`src/rtl/mem_port_arbiter.sv`:
```
// Arbitrates one single-port memory between a read-only fetch port and a read/write data port.
// Data wins in IDLE unless fetch has waited through MAX_DATA_RUN data grants; stalled transfers time out.
module mem_port_arbiter #(
    parameter int ADDR_W         = 32,
    parameter int DATA_W         = 32,
    parameter int MAX_DATA_RUN   = 4,
    parameter int TIMEOUT_CYCLES = 16
) (
    input  logic              clk,
    input  logic              rst,
    input  logic              i_req,
    input  logic [ADDR_W-1:0] i_addr,
    output logic              i_ack,
    output logic [DATA_W-1:0] i_rdata,
    output logic              i_err,
    input  logic              d_req,
    input  logic              d_we,
    input  logic [ADDR_W-1:0] d_addr,
    input  logic [DATA_W-1:0] d_wdata,
    output logic              d_ack,
    output logic [DATA_W-1:0] d_rdata,
    output logic              d_err,
    output logic              mem_req,
    output logic              mem_we,
    output logic [ADDR_W-1:0] mem_addr,
    output logic [DATA_W-1:0] mem_wdata,
    input  logic              mem_ack,
    input  logic [DATA_W-1:0] mem_rdata,
    output logic              busy,
    output logic              err_sticky
);

    localparam int RUN_W = $clog2(MAX_DATA_RUN + 1);
    localparam int TMO_W = $clog2(TIMEOUT_CYCLES);
    localparam logic [RUN_W-1:0] RUN_MAX  = RUN_W'(MAX_DATA_RUN);
    localparam logic [TMO_W-1:0] TMO_LAST = TMO_W'(TIMEOUT_CYCLES - 1);

    typedef enum logic [1:0] {
        IDLE   = 2'd0,
        BUSY_I = 2'd1,
        BUSY_D = 2'd2
    } state_t;

    state_t            state_q, state_d;
    logic [RUN_W-1:0]  data_run_q, data_run_d;
    logic [TMO_W-1:0]  tmo_cnt_q, tmo_cnt_d;
    logic              err_sticky_q, err_sticky_d;
    logic              mem_req_q, mem_req_d;
    logic              mem_we_q, mem_we_d;
    logic [ADDR_W-1:0] mem_addr_q, mem_addr_d;
    logic [DATA_W-1:0] mem_wdata_q, mem_wdata_d;

    logic in_busy;
    logic tmo_hit;
    logic done;
    logic grant_i;
    logic grant_d;

    // Completion is combinational on mem_ack; a timeout only fires when mem_ack is absent.
    always_comb begin
        in_busy = (state_q != IDLE);
        tmo_hit = in_busy && !mem_ack && (tmo_cnt_q == TMO_LAST);
        done    = in_busy && (mem_ack || tmo_hit);

        i_ack   = (state_q == BUSY_I) && done;
        i_err   = (state_q == BUSY_I) && tmo_hit;
        i_rdata = ((state_q == BUSY_I) && mem_ack) ? mem_rdata : '0;
        d_ack   = (state_q == BUSY_D) && done;
        d_err   = (state_q == BUSY_D) && tmo_hit;
        d_rdata = ((state_q == BUSY_D) && mem_ack) ? mem_rdata : '0;
    end

    // Priority/run rule only in IDLE; a finishing port always hands off to the other one.
    always_comb begin
        grant_i = 1'b0;
        grant_d = 1'b0;
        unique case (state_q)
            IDLE: begin
                if (d_req && (!i_req || (data_run_q < RUN_MAX))) begin
                    grant_d = 1'b1;
                end else if (i_req) begin
                    grant_i = 1'b1;
                end
            end
            BUSY_I:  grant_d = done && d_req;
            BUSY_D:  grant_i = done && i_req;
            default: ;
        endcase
    end

    always_comb begin
        state_d      = state_q;
        mem_req_d    = mem_req_q;
        mem_we_d     = mem_we_q;
        mem_addr_d   = mem_addr_q;
        mem_wdata_d  = mem_wdata_q;
        err_sticky_d = err_sticky_q | tmo_hit;
        tmo_cnt_d    = in_busy ? (tmo_cnt_q + TMO_W'(1)) : '0;

        if (grant_d) begin
            state_d     = BUSY_D;
            mem_req_d   = 1'b1;
            mem_we_d    = d_we;
            mem_addr_d  = d_addr;
            mem_wdata_d = d_wdata;
            tmo_cnt_d   = '0;
        end else if (grant_i) begin
            state_d    = BUSY_I;
            mem_req_d  = 1'b1;
            mem_we_d   = 1'b0;
            mem_addr_d = i_addr;
            tmo_cnt_d  = '0;
        end else if (done) begin
            state_d   = IDLE;
            mem_req_d = 1'b0;
            tmo_cnt_d = '0;
        end

        if (!i_req || grant_i) begin
            data_run_d = '0;
        end else if (grant_d && (data_run_q != RUN_MAX)) begin
            data_run_d = data_run_q + RUN_W'(1);
        end else begin
            data_run_d = data_run_q;
        end
    end

    always_ff @(posedge clk) begin
        if (rst) begin
            state_q      <= IDLE;
            data_run_q   <= '0;
            tmo_cnt_q    <= '0;
            err_sticky_q <= 1'b0;
            mem_req_q    <= 1'b0;
            mem_we_q     <= 1'b0;
            mem_addr_q   <= '0;
            mem_wdata_q  <= '0;
        end else begin
            state_q      <= state_d;
            data_run_q   <= data_run_d;
            tmo_cnt_q    <= tmo_cnt_d;
            err_sticky_q <= err_sticky_d;
            mem_req_q    <= mem_req_d;
            mem_we_q     <= mem_we_d;
            mem_addr_q   <= mem_addr_d;
            mem_wdata_q  <= mem_wdata_d;
        end
    end

    assign mem_req    = mem_req_q;
    assign mem_we     = mem_we_q;
    assign mem_addr   = mem_addr_q;
    assign mem_wdata  = mem_wdata_q;
    assign busy       = (state_q != IDLE);
    assign err_sticky = err_sticky_q;

endmodule

```
`config.mk`:
```
export PLATFORM = sky130hd
export DESIGN_NAME = mem_port_arbiter
export DESIGN_NICKNAME = d
export VERILOG_FILES = /design/src/rtl/mem_port_arbiter.sv
export SDC_FILE = /design/constraint.sdc
export NUM_CORES = 1
export LEC_CHECK = 0
export ABC_CLOCK_PERIOD_IN_PS = 1800
export CORE_AREA = 2 2 106 108
export CTS_CLUSTER_DIAMETER = 120
export DETAILED_ROUTE_END_ITERATION = 8
export DIE_AREA = 0 0 108 110
export DONT_BUFFER_PORTS = 1
export HOLD_SLACK_MARGIN = 0.12
export PLACE_DENSITY = 0.49
export SYNTH_ARGS = -nofsm -noshare
export SYNTH_HDL_FRONTEND = slang
export SYNTH_SLANG_ARGS = --single-unit
```
`constraint.sdc`:
```
create_clock -name clk -period 1.8 [get_ports clk]
set_input_delay 0.09 -clock clk [delete_from_list [all_inputs] [get_ports clk]]
set_output_delay 0.09 -clock clk [all_outputs]
set_load 0.005 [all_outputs]
```
After elaboration in Yosys (flattened, before gate mapping)
Cells that the tools add are included.
W data, S select, Z words.
{ "totals": {"in_bits": 134, "elab_cells": 61, "reg_bits": 76} }
{ "classes": {"n_addsub": 2, "n_eq_ne": 4, "order_cmp": 1, "n_mux": 17, "bitwise_logic": 2, "n_reduce_logical": 26} }
{ "op_table": {"columns": ["op", "count"], "rows": [
  ["$mux W32", 4],
  ["$logic_and A1 B1 Y1", 13],
  ["$mux W1", 8],
  ["$mux W2", 3],
  ["$reduce_bool A2 Y1", 3],
  ["$reduce_or A5 Y1", 1],
  ["$add A4 B1 Y4 const B", 1],
  ["$eq A4 B4 Y1 const B", 1],
  ["$pmux W1 S2", 2],
  ["$reduce_or A2 Y1", 2],
  ["$add A3 B1 Y3 const B", 1],
  ["$logic_or A1 B1 Y1", 3],
  ["$lt A3 B3 Y1 const B", 1],
  ["$ne A3 B3 Y1 const B", 1],
  ["$reduce_bool A3 Y1", 1],
  ["$eq A2 B1 Y1 const B", 1],
  ["$eq A2 B2 Y1 const B", 1],
  ["$logic_not A1 Y1", 2],
  ["$logic_not A2 Y1", 1],
  ["$not A1 Y1", 1],
  ["$or A1 B1 Y1", 1]
]} }

Depth between registers and ports, before layout
{ "logic_depth": {"ltp_word": 9, "ltp_mapped": 7, "depth_no_buf": 5} }

Worst setup path before layout
Ideal clock, no wire load.
{ "synth_path": {"path_kind": "reg-to-reg", "from": "reg tmo_cnt_q[0]", "to": "reg mem_wdata_q[4] (netlist: mem_wdata[4])", "arrival_ps": 1582, "n_path_buf": 2, "setup_slack_ps": 85, "path_stages_with_launch": 8, "cell_sequence": "dfxtp_1 > ha_1 > a31oi_4 > a221o_1 > buf_2 > buf_2 > nand2_1 > a21oi_1"} }
{ "synth_between": {"elab_chain_len": 6} }
{ "synth_lines": {"columns": ["item", "line", "text"], "rows": [
  ["start, declared", "46", "logic [TMO_W-1:0] tmo_cnt_q, tmo_cnt_d;"],
  ["start signal, assigned", "141", "tmo_cnt_q <= tmo_cnt_d;"],
  ["$eq A4 B4 Y1", "62", "tmo_hit = in_busy && !mem_ack && (tmo_cnt_q == TMO_LAST);"],
  ["$logic_and A1 B1 Y1", "62", null],
  ["$logic_or A1 B1 Y1", "63", "done = in_busy && (mem_ack || tmo_hit);"],
  ["$logic_and A1 B1 Y1", "63", null],
  ["$logic_and A1 B1 Y1", "85", "BUSY_I: grant_d = done && d_req;"],
  ["$pmux W1 S2", "77", "unique case (state_q)"],
  ["end signal, assigned", "146", "mem_wdata_q <= mem_wdata_d;"],
  ["end, declared", "51", "logic [DATA_W-1:0] mem_wdata_q, mem_wdata_d;"]
]} }
Every way passes these cells.
A chain may end at the register's enable or synchronous reset.

Final worst setup path
{ "layout_path": {"from": "reg tmo_cnt_q[0]", "to": "reg mem_addr_q[27] (netlist: mem_addr[27])"} }
{ "layout_between": {"elab_chain_len": 7} }
{ "layout_lines": {"columns": ["item", "line", "text"], "rows": [
  ["$eq A4 B4 Y1 *", "62", null],
  ["$logic_and A1 B1 Y1 *", "62", null],
  ["$logic_or A1 B1 Y1 *", "63", null],
  ["$logic_and A1 B1 Y1 *", "63", null],
  ["$logic_and A1 B1 Y1 (on tied branches)", "85, 86", null],
  ["$pmux W1 S2", "77", null],
  ["$mux W32 or $reduce_bool A2 Y1 (tied branches)", null, null],
  ["end signal, assigned", "145", "mem_addr_q <= mem_addr_d;"],
  ["end, declared", "50", "logic [ADDR_W-1:0] mem_addr_q, mem_addr_d;"]
]} }
Mark *: on every way between the ends. The rest lies on a longest branch, timed or not.

==> results.md <==
- Die X-Extent: about 110 microns
- Synth Instances: roughly 460
- Sequential-to-total area share from yosys stat: 0.409
- Fill cell count: 1,084
- Pins over their slew limit: 0
- Vias per std cell: between 5 and 6
- Max clock buf depth: 2
- Maximum VDD drop: between 300 and 400 uV
- Die ar.: about 12,000 sq um
- Clock tree from TritonCTS: built
- Floorplan core area: around 11,000 sq um
- CP max stage delay: 0.37 ns
- Post-DR wirelength/cell: 18.2 microns
- Clock skew: about 0.011 ns
- Summed instance area of the synthesized netlist: about 3700 sq um
- Distinct cell type count after synthesis: 37
- Data required time at the worst endpoint: 2.05 ns
- First-pass GRT wire length: about 16,000 microns
- DRC errors left: 0
- Status: finished with violations
- Maximum number of pins on one net before global-route repair: around 70
- Number of endpoints with negative hold slack in the final report: between 60 and 70
- Number of top-level design ports: 270
- 1st-iter DRT viols: ~160
- Total setup violations reported at the end of the flow: 0
- Post-DP HPWL: 7500 microns
- Setup TNS: 0 ns
- CTS sink count: between 70 and 80
- Starting Density: 0.348
- Worst hold path type: input port to flop
- Transition at the pin with the smallest max-transition slack: 0.412 ns
- Standard-cell row count: 38
- Total of buffers placed on input and output ports: 0
- Static leakage: ~1.6 nW
- Main combinational cell family by area after synthesis: simple AND/OR/NAND/NOR gates
- Adder-cell share of the synthesized area: 0.0101
- Via count of the first global-routing pass: roughly 3,000
- Final hold slack: -0.187 ns
- Number of instances in the placed design: approximately 580
- Final Instance Area: between 4000 and 5000 sq um
- Net count of the mapped netlist: between 500 and 600
- Remaining antenna violation count: 0
- Final wirelength: 11,000 microns
- Worst max-slew margin expressed relative to the limit: 0.722
- Avg Inst Size Synth: slightly above 8 sq um
- Number of buffers created by CTS: 9
- Post-route insts no fill: around 600
- Clock transition at path regs: 0.09 ns
- Critical-path maximum fanout: 10
- Vert. Die Dim: around 110 microns
- Cell chosen for the clock root: clkbuf_8
- Critical Path Source Type: flop
- #FFs+latches synth: 76
- Final Net Count: 594
- Max-cap violations: 0
- Register area: around 1500 sq um
- Simple-gate share of the synthesized area: 0.277
- Vias after detailed routing: roughly 3,200
- Total track usage: 0.170
- Cell-by-cell listing of the critical path: ha_4, a31oi_4, a221oi_4, buf_6, clkbuf_16, a21oi_1, a211oi_1
- Antenna violations before repair: 0
- Footprint of the multi-input gates: 2030 sq um
- Area of placed instances: just under 4000 sq um
- Final weighted congestion in routability-driven placement: 0.758
- Worst setup path category: flop to flop
- Power per unit of standard cell area: about 950 nW/um^2
- Syn. warnings: 0
- Failing checks: negative hold slack
- Clock network latency to the later pin of the worst-skew pair: 0.34 ns
- Synthesized-area fraction occupied by ao, oa, aoi and oai cells: 0.244
- Diode count: 0
- Proportion of synthesized area in mux cells: 0
- CP endpoint kind: flop
- F_max: 0.587 GHz
- Slowest library cell on the worst path: dfxtp_2
- Min Tclk post-route: roughly 1.7 ns
- Final critical-path share of the clock period: 0.947
- Total overflow reported by the global router: 0
- Post-CTS Hold Fix Bufs: 3
- DRT Pass-1 Iters: 6
- Arr. time, crit path: roughly 2 ns
- Number of levels in the clock H-tree: 3
- Area added between synthesis and finish: 14.4%
- Ratio of cells with drive above 1 in the final layout: 0.186
- Fraction of synthesized cell area in xor and xnor cells: 0.00471
[cell type report]
cell class,instances,area share
multi-input combinational,346,0.478
timing repair buffer,20,0.0652
inverter,4,0.00382
sequential,76,0.358
tap,140,0.0411
clock buffer,10,0.0323
clock inverter,6,0.0220
[path summary, 6_finish.rpt]
check | endpoint | slack [ns] | startpoint | cells past startpoint
max | mem_addr[27] | 0.1 | tmo_cnt_q[0] | 7
min | mem_addr[21] | -0.19 | rst | 1
max reg2reg | mem_addr[27] | 0.1 | tmo_cnt_q[0] | 7
min reg2reg | tmo_cnt_q[0] | 0.45 | tmo_cnt_q[0] | 1
[power by group]
group	switching, W	leakage, nW	internal [W]	total, W
clock network	0.000679	0.113	0.000832	0.00151
registers	0.000106	0.627	0.00181	0.00192
logic	0.000357	0.837	0.000269	0.000625
[state kept, by name, indices dropped and copies added (netlist names)]
register    flops
data_run_q      3
err_sticky      1
mem_addr       32
mem_req         1
mem_wdata      32
mem_we          1
state_q         2
tmo_cnt_q       4
[metrics by stage]
| step | total power (W) | hold slack (ns) | util | setup slack, ns |
|---|---|---|---|---|
| after floorplan | 0.00241 | 0.214 | - | 0.0853 |
| after global placement | 0.00251 | 0.165 | 0.363 | 0.0564 |
| after detailed placement | 0.00253 | 0.166 | 0.363 | -0.0283 |
| after CTS | 0.00410 | -0.214 | 0.392 | 0.0116 |
| after global routing | 0.00428 | -0.227 | 0.398 | -0.0101 |
| final | 0.00405 | -0.187 | 0.398 | 0.0956 |
[worst max-delay path, delay by kind of cell (launching register included)]
family                     cells  cell delay, ns
AOI/OAI and AO/OA              4            0.71
DFF                            1            0.37
buffers and inverters          2            0.37
adders and majority gates      1            0.16
[layer usage]
layer / GRT usage / vias to the layer above / wire, microns
met5: 0 / - / 0
met2: 0.283 / 164 / 5290
met1: 0.195 / 1496 / 4280
met3: 0.0811 / 9 / 1270
li1: - / 1530 / -
met4: 0.0513 / 0 / 124
[cell families (layout without fill, tap and decap cells)]
group / count (synthesis) / after routing
and+or+nand+nor: 222 / 222
adders and majority gates: 3 / 3
DFF: 76 / 76
buffers and inverters: 40 / 40
AOI/OAI and AO/OA: 119 / 119
xor gates and xnor gates: 2 / 2
[layout by cell type, fill, tap and decap left out, types with 2 or more instances in the layout]
master,netlist,layout
nor2_1,39,39
a21oi_1,51,51
dlygate4sd3_1,0,3
clkbuf_8,0,10
o21ai_0,6,6
inv_1,3,3
bufinv_16,0,2
buf_12,0,6
and2_1,64,64
buf_4,3,7
buf_6,1,2
ha_1,3,2
and3_1,4,3
a211oi_2,20,21
a211oi_1,13,12
nor3_1,3,3
nand2_1,101,101
nand3_1,5,5
dfxtp_2,0,2
inv_6,0,2
dfxtp_1,76,74
nor2b_1,2,2
a21oi_2,20,20
[timing repair]
action	in CTS	in global routing
setup buffers	2	0
endpoints found under the hold margin	76	69
pin swaps	1	8
gates cloned	1	1
gates resized for setup	5	9
endpoints found under the setup margin	57	75
[Yosys cell counts, drive strengths merged]
library cell | instances | area, sq um
nand2 | 101 | 379
dfxtp | 76 | 1520
a21oi | 71 | 430
and2 | 64 | 400
nor2 | 39 | 146
a211oi | 33 | 348
clkbuf | 19 | 72.6
buf | 17 | 119
o21ai | 6 | 30.0
nand3 | 5 | 25.0
and3 | 4 | 25.0
ha | 3 | 37.5
inv | 3 | 11.3
nor3 | 3 | 15.0
a31oi | 2 | 27.5
nor2b | 2 | 12.5
a21o | 1 | 7.51
a221o | 1 | 10.0
a221oi | 1 | 15.0
a31o | 1 | 8.76
clkinv | 1 | 3.75
nand2b | 1 | 6.26
nor3b | 1 | 7.51
nor4 | 1 | 6.26
o211a | 1 | 10.0
o211ai | 1 | 12.5
o21a | 1 | 7.51
or3b | 1 | 8.76
xnor2 | 1 | 8.76
xor2 | 1 | 8.76
Note: power is estimated with default switching activity, not from simulation.
